<file path="config.mk">
export PLATFORM = sky130hd
export DESIGN_NAME = pipelined_adder_tree
export DESIGN_NICKNAME = d
export VERILOG_FILES = /design/src/rtl/adder_tree_pkg.sv /design/src/rtl/pipelined_add_stage.sv /design/src/rtl/pipelined_adder_tree.sv
export SDC_FILE = /design/constraint.sdc
export NUM_CORES = 1
export LEC_CHECK = 0
export BUFFER_PORTS_ARGS = -buffer_cell sky130_fd_sc_hd__buf_2
export CAP_MARGIN = 10
export CORE_ASPECT_RATIO = 0.75
export CORE_MARGIN = 4
export CORE_UTILIZATION = 40
export CTS_CLUSTER_DIAMETER = 40
export DETAILED_ROUTE_END_ITERATION = 6
export PLACE_DENSITY = 0.7
export SYNTH_ARGS = -nofsm -noshare
export SYNTH_HDL_FRONTEND = slang
export SYNTH_HIERARCHICAL = 1
export SYNTH_SLANG_ARGS = --single-unit
</file>
<file path="constraint.sdc">
create_clock -name clock -period 2.5 [get_ports clock]
set_input_delay 0.125 -clock clock [delete_from_list [all_inputs] [get_ports clock]]
set_output_delay 0.125 -clock clock [all_outputs]
set_load 0.01 [all_outputs]
</file>
<file path="src/rtl/adder_tree_pkg.sv">
// Shared sizing helpers for the pipelined adder tree: tree depth, output
// width and per-level sum width, all derived from operand width and count.
package adder_tree_pkg;

  // Ceiling log2 for elaboration-time sizing (clog2(1) = 0).
  function automatic int clog2(input int value);
    int result;
    int remaining;
    result    = 0;
    remaining = value - 1;
    while (remaining > 0) begin
      result    = result + 1;
      remaining = remaining >> 1;
    end
    return result;
  endfunction

  // Number of tree levels, which is also the number of pipeline stages.
  function automatic int tree_depth(input int number_of_inputs);
    return clog2(number_of_inputs);
  endfunction

  // Full-precision width of the final sum.
  function automatic int result_bits(input int number_of_bits, input int number_of_inputs);
    return number_of_bits + tree_depth(number_of_inputs);
  endfunction

  // Width of each sum held at tree level k (level 0 = raw operands).
  function automatic int stage_bits(input int number_of_bits, input int level);
    return number_of_bits + level;
  endfunction

  // Number of sums held at tree level k.
  function automatic int stage_lanes(input int number_of_inputs, input int level);
    return number_of_inputs >> level;
  endfunction

endpackage

</file>
<file path="src/rtl/pipelined_add_stage.sv">
// One level of the adder tree: pairwise zero-extended adds of adjacent lanes,
// registered together with the level's valid bit. A nonzero clampBits makes
// this level saturate each sum to 2^clampBits - 1 before the register.
module pipelined_add_stage
  import adder_tree_pkg::*;
#(
  parameter int laneCount = 4,
  parameter int laneBits  = 8,
  parameter int clampBits = 0,
  localparam int outLanes = laneCount / 2,
  localparam int outBits  = stage_bits(laneBits, 1)
) (
  input  logic                        clock,
  input  logic                        reset,
  input  logic                        advance_i,
  input  logic                        valid_i,
  input  logic [laneCount*laneBits-1:0] data_i,
  output logic                        valid_o,
  output logic [outLanes*outBits-1:0] data_o
);

  logic [outLanes*outBits-1:0] sum_c;
  logic [outLanes*outBits-1:0] data_d;
  logic [outLanes*outBits-1:0] data_q;
  logic                        valid_q;

  // Pairwise adds; one extra bit per level keeps every carry.
  always_comb begin
    sum_c = '0;
    for (int i = 0; i < outLanes; i++) begin
      sum_c[i*outBits +: outBits] = {1'b0, data_i[(2*i)*laneBits +: laneBits]}
                                  + {1'b0, data_i[(2*i+1)*laneBits +: laneBits]};
    end
  end

  if (clampBits > 0) begin : g_clamp
    localparam logic [outBits-1:0] SatMax = {{(outBits-clampBits){1'b0}}, {clampBits{1'b1}}};

    // Saturate each sum in front of the register so latency is unchanged.
    always_comb begin
      data_d = sum_c;
      for (int i = 0; i < outLanes; i++) begin
        if (sum_c[i*outBits +: outBits] > SatMax) begin
          data_d[i*outBits +: outBits] = SatMax;
        end
      end
    end
  end else begin : g_pass
    assign data_d = sum_c;
  end

  // Level register: loads only when the whole pipe advances; bubbles move too.
  always_ff @(posedge clock) begin
    if (reset) begin
      valid_q <= 1'b0;
      data_q  <= '0;
    end else if (advance_i) begin
      valid_q <= valid_i;
      data_q  <= data_d;
    end
  end

  assign valid_o = valid_q;
  assign data_o  = data_q;

endmodule

</file>
<file path="src/rtl/pipelined_adder_tree.sv">
// Registered, parametrised adder tree with valid/ready on both sides.
// One register stage per tree level; result comes straight from the last
// stage's registers. Defining ADDER_TREE_SATURATE_EN clamps the final sum to
// 2^numberOfBits - 1 (upper result bits then always 0).
module pipelined_adder_tree
  import adder_tree_pkg::*;
#(
  parameter int numberOfBits   = 8,
  parameter int numberOfInputs = 4,
  localparam int treeDepth     = tree_depth(numberOfInputs),
  localparam int resultBits    = result_bits(numberOfBits, numberOfInputs)
) (
  input  logic                                 clock,
  input  logic                                 reset,
  input  logic [numberOfInputs*numberOfBits-1:0] operands,
  input  logic                                 inValid,
  output logic                                 inReady,
  output logic [resultBits-1:0]                result,
  output logic                                 outValid,
  input  logic                                 outReady
);

`ifdef ADDER_TREE_SATURATE_EN
  localparam int clampBits = numberOfBits;
`else
  localparam int clampBits = 0;
`endif

  logic advance;

  // Whole pipe moves as one unit; never depends on inValid.
  assign advance = !outValid || outReady;
  assign inReady = advance;

  for (genvar k = 1; k <= treeDepth; k++) begin : g_stage
    localparam int inLanes    = stage_lanes(numberOfInputs, k - 1);
    localparam int inBits     = stage_bits(numberOfBits, k - 1);
    localparam int outWidth   = stage_lanes(numberOfInputs, k) * stage_bits(numberOfBits, k);
    localparam int stageClamp = (k == treeDepth) ? clampBits : 0;

    logic [inLanes*inBits-1:0] data_in;
    logic                      valid_in;
    logic [outWidth-1:0]       data_out;
    logic                      valid_out;

    if (k == 1) begin : g_first
      assign data_in  = operands;
      assign valid_in = inValid;
    end else begin : g_next
      assign data_in  = g_stage[k-1].data_out;
      assign valid_in = g_stage[k-1].valid_out;
    end

    pipelined_add_stage #(
      .laneCount (inLanes),
      .laneBits  (inBits),
      .clampBits (stageClamp)
    ) u_stage (
      .clock     (clock),
      .reset     (reset),
      .advance_i (advance),
      .valid_i   (valid_in),
      .data_i    (data_in),
      .valid_o   (valid_out),
      .data_o    (data_out)
    );
  end

  assign result   = g_stage[treeDepth].data_out;
  assign outValid = g_stage[treeDepth].valid_out;

endmodule

</file>
* Word-level counts from Yosys, hierarchy flattened
Index checks and enable logic that the tools add are counted.
** Storage, ports and cells
- Flip-flop bits (word level) :: 30
- Bits of input ports :: 36
** Operators by class
- $add $sub $neg :: 3
- Reduce and logical (&&, ||, !) cells :: 2
** Operator list (number)
- $add A8 B8 Y9 :: 2
- $add A9 B9 Y10 :: 1
- $logic_not A1 Y1 :: 1
- $logic_or A1 B1 Y1 :: 1

* Logic depth before layout (Yosys ltp)
Gate-level depths: netlist of run 1.
- Depth in word-level cells :: 2
- Gate-level depth with buffers :: 8
- Depth with buffers taken out :: 8

* Modules after synthesis
The synthesis of run 1 kept the hierarchy.
** By module, submodules not included
- pipelined_add_stage at g_stage[1].u_stage :: instances 1, cells each 157, area each 1367.6 um^2
- pipelined_add_stage at g_stage[2].u_stage :: instances 1, cells each 81, area each 753.2 um^2
- pipelined_adder_tree :: instances 1, cells each 1, area each 6.3 um^2

* Worst setup path before layout of run 1
OpenSTA, ideal clock, no wires.
- Kind :: register to register
- Start point :: register g_stage[1].u_stage.data_q[0]
- End point :: register g_stage[2].u_stage.data_q[6]
- Setup time :: 0.095 ns
- Data arrival time :: 1.884 ns
- Required time :: 2.405 ns
- Setup slack :: 0.520 ns
- Stages on the path, launching flop included :: 9
- Path buffers :: 0
- Clock period less this slack :: 1.980 ns
- Path through :: dfxtp_1 -> ha_1 -> inv_1 -> fa_1 -> nand2b_1 -> a21oi_2 -> a31oi_1 -> or4b_1 -> o311ai_1
** On the way
- Word-level cells in the longest chain between the ends :: 1
** RTL lines
- start: declaration :: RTL line pipelined_add_stage.sv:24 : logic [outLanes*outBits-1:0] data_q;
- start signal: assignment :: RTL line pipelined_add_stage.sv:59 : data_q <= data_d;
- $add A9 B9 Y10 :: RTL line pipelined_add_stage.sv:32 : + {1'b0, data_i[(2*i+1)*laneBits +: laneBits]};
- end signal: assignment :: RTL line pipelined_add_stage.sv:59
- end: declaration :: RTL line pipelined_add_stage.sv:24
No other way between the ends.
A chain may end at the register's enable or synchronous reset.

* Final worst setup path of run 1
Same ends and word-level chain as after synthesis.

==> metrics.txt, run 1 <==
Max Fclk=between 400 and 500 MHz; hold_ws=about 0.081 ns; drt pass-1 iters=4; setup TNS=0 ns; H-Tree Depth=2; ant diodes=0; CTS max path bufs=2; Leakage=approximately 1.3 nW; die width=between 90 and 100 um; Final nets=between 300 and 400; port bufs=47; HPWL Detailed=about 3.7 mm; Post-DP Area=0.00243 mm^2; CTS root buf=clkbuf_8; most frequent cells in the layout=buf_2, dfxtp_1, ha_1; Hold Violations, Final=0; Crit path max-delay family=simple AND/OR/NAND/NOR gates; initial antenna violation count=0; GRT Overall Usage=roughly 16%; first-pass GRT wire length=approximately 8.3 mm; synth unique cells=46; Final WS setup=0.308 ns; CTS tree=yes; largest net degree at the start of global routing=44; post-route insts no fill=between 300 and 400; crit path kind=reg2reg; dominant synthesized flop cell=dfxtp_1; leading area contributor after synthesis=dfxtp_1; setup bufs post-CTS=0; RSZ-0062 raised after global routing=no; Post-synth EDFFs=0; drt via density=~5.5; clk_lat worst skew=0.28 ns; CP max stage cell=or4b_1; Ports=48; detailed router's first-iteration violation count=102; antenna-violating nets left=0; synth top area cells=dfxtp_1, ha_1, mux2i_1, nor2_1, a211oi_1; mapped cell area=roughly 0.0021 mm^2; Buf/Inv on CP=1; fin. max-slew vios=0; mean post-synth cell area=~8.9 um^2; CP max FO=3; die area=0.00656 mm^2; Resize count post-CTS=0; CP max stage delay=0.48 ns; final setup vio count=0; cell area power density=~570 mW/mm^2; commonest non-fill, non-tap cell in the layout=buf_2; Slew headroom=slightly below 50%; max cap viols=0; placed cells=350; die height=~71 um; Layout area overhead=18.4%; final WL=4.91 mm; Worst IR Drop VDD=a little under 0.0003 V; CP required=2.68 ns; filler cell count in the final layout=approximately 510; CP Launch Point=g_stage[1].u_stage/data_o[0]$_SDFFE_PP0P_; share of layout cells above drive strength 1=approximately 22%; min Tclk post-route=about 2.2 ns; CP Data Arrival Time=about 2.4 ns; post-route cell area=0.00252 mm^2; critical path, cell by cell=ha_1 > inv_1 > fa_1 > nand2b_1 > a21oi_2 > a31oi_1 > or4b_1 > o311ai_1; Rows=22; multi-input logic area=0.00146 mm^2; CP startpoint kind=flip-flop; vias in the first global route=1,857; TritonCTS Buffers=5; GR Overflow Total=0; nature of the critical path endpoint=flip-flop; WL per Instance=around 14 um; Worst R2R Start=g_stage[1].u_stage/data_o[0]$_SDFFE_PP0P_; Syn Nets=303; measured slew at the worst slew-check pin=approximately 0.76 ns; proportion of netlist area held by the largest area contributor=between 20% and 30%; crit share post-route=approximately 88%; final setup skew=~0.0035 ns; GPL Wtd Cong=a little over 0.8; #FFs+latches synth=30; status=completed; Initial Util=a little over two fifths; DRC violations left=0; clock slew at reported path FFs=0.06 ns; Synth async-reset ratio=0%; hold buffer count at cts=0; core area=~0.0050 mm^2; Synth Instances=around 240; Sink Count=30; Seq/Total Area, Yosys=between 20% and 30%; routed vias=between 1,500 and 2,000; HP Start=inValid; Hold Crit Class=in2reg; Setup Slack @ Placement=around 0.32 ns; register area=about 600 um^2; Synth Warn #=6
## cell type report
type	count	area share (%)
multi-input cells	191	57.8
flip-flops and latches	30	23.8
repair buffers	49	9.94
well taps	72	3.58
clock buffers	7	3.43
inverters	8	1.19
clock inverters	1	0.199
## worst min-delay path: stages
cell     delay (ns)
buf_2          0.07
mux2i_1        0.06
nor2_1         0.07
## state kept, by name, summed over array words and instances, names as in the netlist
name	cells
g_stage.u_stage/data_o	28
g_stage.u_stage/valid_o	2
## cell families (layout without fill, tap and decap cells)
| logic type | Yosys count | count (layout) | synth area share, % |
|---|---|---|---|
| compound gates | 77 | 77 | 26.3 |
| xor+xnor | 7 | 7 | 2.88 |
| fa+ha+maj | 28 | 28 | 17.5 |
| buf+inv | 18 | 65 | 3.41 |
| flops | 30 | 30 | 28.2 |
| mux | 13 | 13 | 6.12 |
| simple gates | 66 | 66 | 15.5 |
## layer usage
layer | part of all wire, % | GRT usage, % | up-vias
li1 | - | - | 1006
met1 | 51 | 22.6 | 905
met2 | 40 | 21.7 | 65
met3 | 7.4 | 4.36 | 9
met4 | 1.8 | 5.77 | 0
met5 | 0 | 0 | -
## synthesized netlist by cell type (3+ instances only)
cell type / n
o211ai_1: 5
a211oi_1: 10
clkbuf_1: 5
dfxtp_1: 30
o21ai_0: 9
nor4b_1: 3
nor2_1: 23
a21oi_1: 9
a211o_1: 5
nand3_1: 6
nor3_1: 7
nor3b_1: 3
a31oi_1: 7
buf_2: 4
ha_1: 25
nand2_1: 12
nand2b_1: 4
mux2i_1: 13
xnor2_1: 6
a21o_1: 9
o21a_1: 3
fa_1: 3
inv_1: 8
## power by group
part | internal, mW | switching (mW) | total, mW
registers | 0.542 | 0.0334 | 0.575
logic | 0.218 | 0.249 | 0.466
clock network | 0.222 | 0.182 | 0.404
## worst paths after layout
check,slack [ns],to,cells after the start
worst max-delay path,0.31,g_stage[2].u_stage/data_o[6]$_SDFFE_PP0P_,8
worst min-delay path,0.08,g_stage[1].u_stage/valid_o$_SDFFE_PP0P_,3
worst max register to register,0.31,g_stage[2].u_stage/data_o[6]$_SDFFE_PP0P_,8
worst min register to register,0.47,g_stage[1].u_stage/data_o[4]$_SDFFE_PP0P_,2
## per-stage QoR
step | power, mW | utilization, %
4_1_cts | 1.46 | 50.3
5_1_grt | 1.54 | 50.3
6_report | 1.45 | 50.3
2_1_floorplan | 0.916 | -
3_5_place_dp | 1.05 | 48.5
3_3_place_gp | 1.04 | 48.5
Power figures use the tool's default switching activity.
==> run 2: changes to the inputs <==
--- a/config.mk
+++ b/config.mk
@@ -5,6 +5,7 @@
 export SDC_FILE = /design/constraint.sdc
 export NUM_CORES = 1
 export LEC_CHECK = 0
+export ABC_AREA = 1
 export BUFFER_PORTS_ARGS = -buffer_cell sky130_fd_sc_hd__buf_2
 export CAP_MARGIN = 10
 export CORE_ASPECT_RATIO = 0.75
@@ -12,7 +13,7 @@
 export CORE_UTILIZATION = 40
 export CTS_CLUSTER_DIAMETER = 40
 export DETAILED_ROUTE_END_ITERATION = 6
-export PLACE_DENSITY = 0.7
+export PLACE_DENSITY = 0.69
 export SYNTH_ARGS = -nofsm -noshare
 export SYNTH_HDL_FRONTEND = slang
 export SYNTH_HIERARCHICAL = 1
==> metrics.txt, run 2 <==
status=completed (unchanged); drt pass-1 iters=4 (unchanged); CTS max path bufs=2 (unchanged); GPL Wtd Cong=0.896 (was 0.816); fin. max-slew vios=0 (unchanged); Hold Violations, Final=0 (unchanged); Final WS setup=0.721 ns (was 0.308 ns); Hold Crit Class=in2reg (unchanged); synth unique cells=30 (was 46); die area=0.00710 mm^2 (was 0.00656 mm^2); Pint=943 uW (was 981 uW); CP max stage cell=nand2_1 (was or4b_1); CP max stage delay=0.43 ns (was 0.48 ns); mean post-synth cell area=6.73 um^2 (was 8.90 um^2); TritonCTS Buffers=5 (unchanged); Resize count post-CTS=0 (unchanged); min Tclk post-route=1.78 ns (was 2.19 ns); CP max FO=33 (was 3); Worst Setup EP=inReady (was g_stage[2].u_stage/data_o[6]$_SDFFE_PP0P_); Seq/Total Area, Yosys=25.9% (was 28.2%); commonest non-fill, non-tap cell in the layout=nand2_1 (was buf_2); Leakage=1.57 nW (was 1.26 nW); mapped cell area=0.00232 mm^2 (was 0.00213 mm^2); max cap viols=0 (unchanged); WL per Instance=10.8 um (was 13.7 um); Synth Warn #=6 (unchanged); critical path, cell by cell=nand2_1 > buf_4 > buf_2 (was ha_1 > inv_1 > fa_1 > nand2b_1 > a21oi_2 > a31oi_1 > or4b_1 > o311ai_1); GR Overflow Total=0 (unchanged); setup bufs post-CTS=0 (unchanged); synth top area cells=dfxtp_1, ha_1, nand2_1, nor2_1, inv_1 (was dfxtp_1, ha_1, mux2i_1, nor2_1, a211oi_1); hold_ws=0.0803 ns (was 0.0806 ns); reg2reg path depth=11 (was 8); final WL=5.07 mm (was 4.91 mm); Post-DP Area=0.00261 mm^2 (was 0.00243 mm^2); dominant synthesized flop cell=dfxtp_1 (unchanged); DRC violations left=0 (unchanged); measured slew at the worst slew-check pin=0.567 ns (was 0.765 ns); Slew headroom=62.1% (was 49.0%); Post-synth EDFFs=0 (unchanged); Comb pwr share=35.1% (was 32.3%); Worst R2R Start=g_stage[1].u_stage/data_o[0]$_SDFFE_PP0P_ (unchanged); CP startpoint kind=flip-flop (unchanged); largest net degree at the start of global routing=34 (was 44); share of power burned in registers=39.7% (was 39.8%); proportion of netlist area held by the largest area contributor=25.9% (was 28.2%); die width=96.0 um (was 92.2 um); RSZ-0062 raised after global routing=no (unchanged); Initial Util=42.4% (was 42.5%); most frequent cells in the layout=nand2_1, nor2_1, inv_1 (was buf_2, dfxtp_1, ha_1); top post-synthesis cells by count=nand2_1, nor2_1, inv_1, dfxtp_1, nand3_1 (was dfxtp_1, ha_1, nor2_1, mux2i_1, nand2_1); Worst IR Drop VDD=0.000174 V (was 0.000297 V); core area=0.00547 mm^2 (was 0.00501 mm^2); nature of the critical path endpoint=primary output (was flip-flop); count leader, synth=nand2_1 (was dfxtp_1); CTS root buf=clkbuf_8 (unchanged); Syn Nets=409 (was 303); GRT Overall Usage=15.8% (was 15.6%); Sw Pwr=502 uW (was 464 uW); crit path kind=reg2out (was reg2reg); Setup Slack @ Placement=0.896 ns (was 0.316 ns); port bufs=47 (unchanged); routed vias=2,179 (was 1,985); max reg flops=28 (unchanged); #FFs+latches synth=30 (unchanged); RR Endpoint=g_stage[2].u_stage/data_o[8]$_SDFFE_PP0P_ (was g_stage[2].u_stage/data_o[6]$_SDFFE_PP0P_); CP required=2.38 ns (was 2.68 ns); clk_lat worst skew=0.29 ns (was 0.28 ns); detailed router's first-iteration violation count=82 (was 102); Max Fclk=562 MHz (was 456 MHz); vias in the first global route=2,100 (was 1,857); setup TNS=0 ns (unchanged); share of layout cells above drive strength 1=19.3% (was 22.4%); ant diodes=0 (unchanged); Layout area overhead=15.7% (was 18.4%); Synth Instances=345 (was 239); clock power share=25.2% (was 27.9%); antenna-violating nets left=0 (unchanged); Ports=48 (unchanged); initial antenna violation count=0 (unchanged); final setup skew=0.00643 ns (was 0.00346 ns); first-pass GRT wire length=8.78 mm (was 8.35 mm); leading area contributor after synthesis=dfxtp_1 (unchanged); hold buffer count at cts=0 (unchanged); flop-to-flop setup slack=0.89 ns (was 0.31 ns); CTS tree=yes (unchanged); Rows=23 (was 22); Sink Count=30 (unchanged); cell area power density=538 mW/mm^2 (was 574 mW/mm^2); HPWL Detailed=4.04 mm (was 3.70 mm); crit share post-route=71.2% (was 87.7%); final setup vio count=0 (unchanged); CP Launch Point=g_stage[2].u_stage/valid_o$_SDFFE_PP0P_ (was g_stage[1].u_stage/data_o[0]$_SDFFE_PP0P_); post-route cell area=0.00269 mm^2 (was 0.00252 mm^2); sw frac=34.8% (was 32.1%); Synth async-reset ratio=0% (unchanged); die height=74.0 um (was 71.2 um); H-Tree Depth=2 (unchanged); drt via density=4.66 (was 5.54); clock slew at reported path FFs=0.06 ns (about the same); Final nets=457 (was 349); CP Data Arrival Time=1.65 ns (was 2.37 ns)
==> run 2: cell types whose count changed in the layout (fill, tap and decap cells not counted), sizes merged, moves of 6 or more <==
cell    before  now
nand3        6   31
a31oi        7    0
a211o        7    0
a211oi      11    1
nor3         7    1
nand3b       2    9
nand2       12   80
mux2i       13    0
a21o        10    0
o21ai        9   19
nor2        23   57
inv          8   55
==> run 2: routing by layer <==
layer | routed length, um | share of wire (%) | global-route usage [%] | vias to the layer above
met3 | 334 | 6.6 | 3.94 | 9
met1 | 2600 | 51 | 21.0 | 942
met4 | 67 | 1.3 | 5.21 | 0
met5 | 0 | 0 | 0 | -
li1 | - | - | - | 1178
met2 | 2070 | 41 | 25.3 | 50
==> run 2: how the worst min path moves through the flow <==
stage,from,endpoint,slack (ns),depth (start not counted)
after floorplan,inValid,g_stage[1].u_stage/valid_o$_SDFFE_PP0P_,0.26,2
after global placement,inValid,g_stage[1].u_stage/valid_o$_SDFFE_PP0P_,0.38,3
after detailed placement,inValid,g_stage[1].u_stage/valid_o$_SDFFE_PP0P_,0.38,3
after CTS,inValid,g_stage[1].u_stage/valid_o$_SDFFE_PP0P_,0.08,3
after global routing,inValid,g_stage[1].u_stage/valid_o$_SDFFE_PP0P_,0.10,3
final,inValid,g_stage[1].u_stage/valid_o$_SDFFE_PP0P_,0.08,3
==> run 2: layout make-up <==
class	instances	area, um^2
flip-flops and latches	30	601
fillers	567	2780
well taps	75	93.8
multi-input cells	252	1460
inverters	56	210
clock inverters	2	10.0
clock buffers	5	68.8
repair buffers	48	243
==> run 2: through the flow <==
stage / utilization (%) / instances / total power [mW]
2_1_floorplan: - / 345 / 0.954
3_3_place_gp: 47.7 / 461 / 1.08
3_5_place_dp: 47.7 / 461 / 1.09
4_1_cts: 49.1 / 468 / 1.46
5_1_grt: 49.1 / 468 / 1.57
6_report: 49.1 / 468 / 1.44
==> run 2: critical path, delay by kind of cell, from the launching register on <==
family,cells,cell delay (ns)
buffers and inverters,2,0.61
and+or+nand+nor,1,0.43
DFF,1,0.32
==> run 2: cells by family after synthesis <==
logic type,after synthesis,synth area share [%]
and+or+nand+nor,183,36.1
DFF,30,25.9
buffers and inverters,63,11.3
AOI/OAI and AO/OA,36,8.79
xor gates and xnor gates,5,1.89
adders and majority gates,28,16.1
==> run 2: power by group through the flow <==
| stage | clock network (mW) | registers (mW) | logic (mW) |
|---|---|---|---|
| final | 0.363 | 0.574 | 0.507 |
| after global routing | 0.396 | 0.582 | 0.591 |
| after CTS | 0.374 | 0.575 | 0.509 |
| after detailed placement | 0 | 0.586 | 0.506 |
| after global placement | 0 | 0.584 | 0.496 |
| after floorplan | 0 | 0.591 | 0.364 |
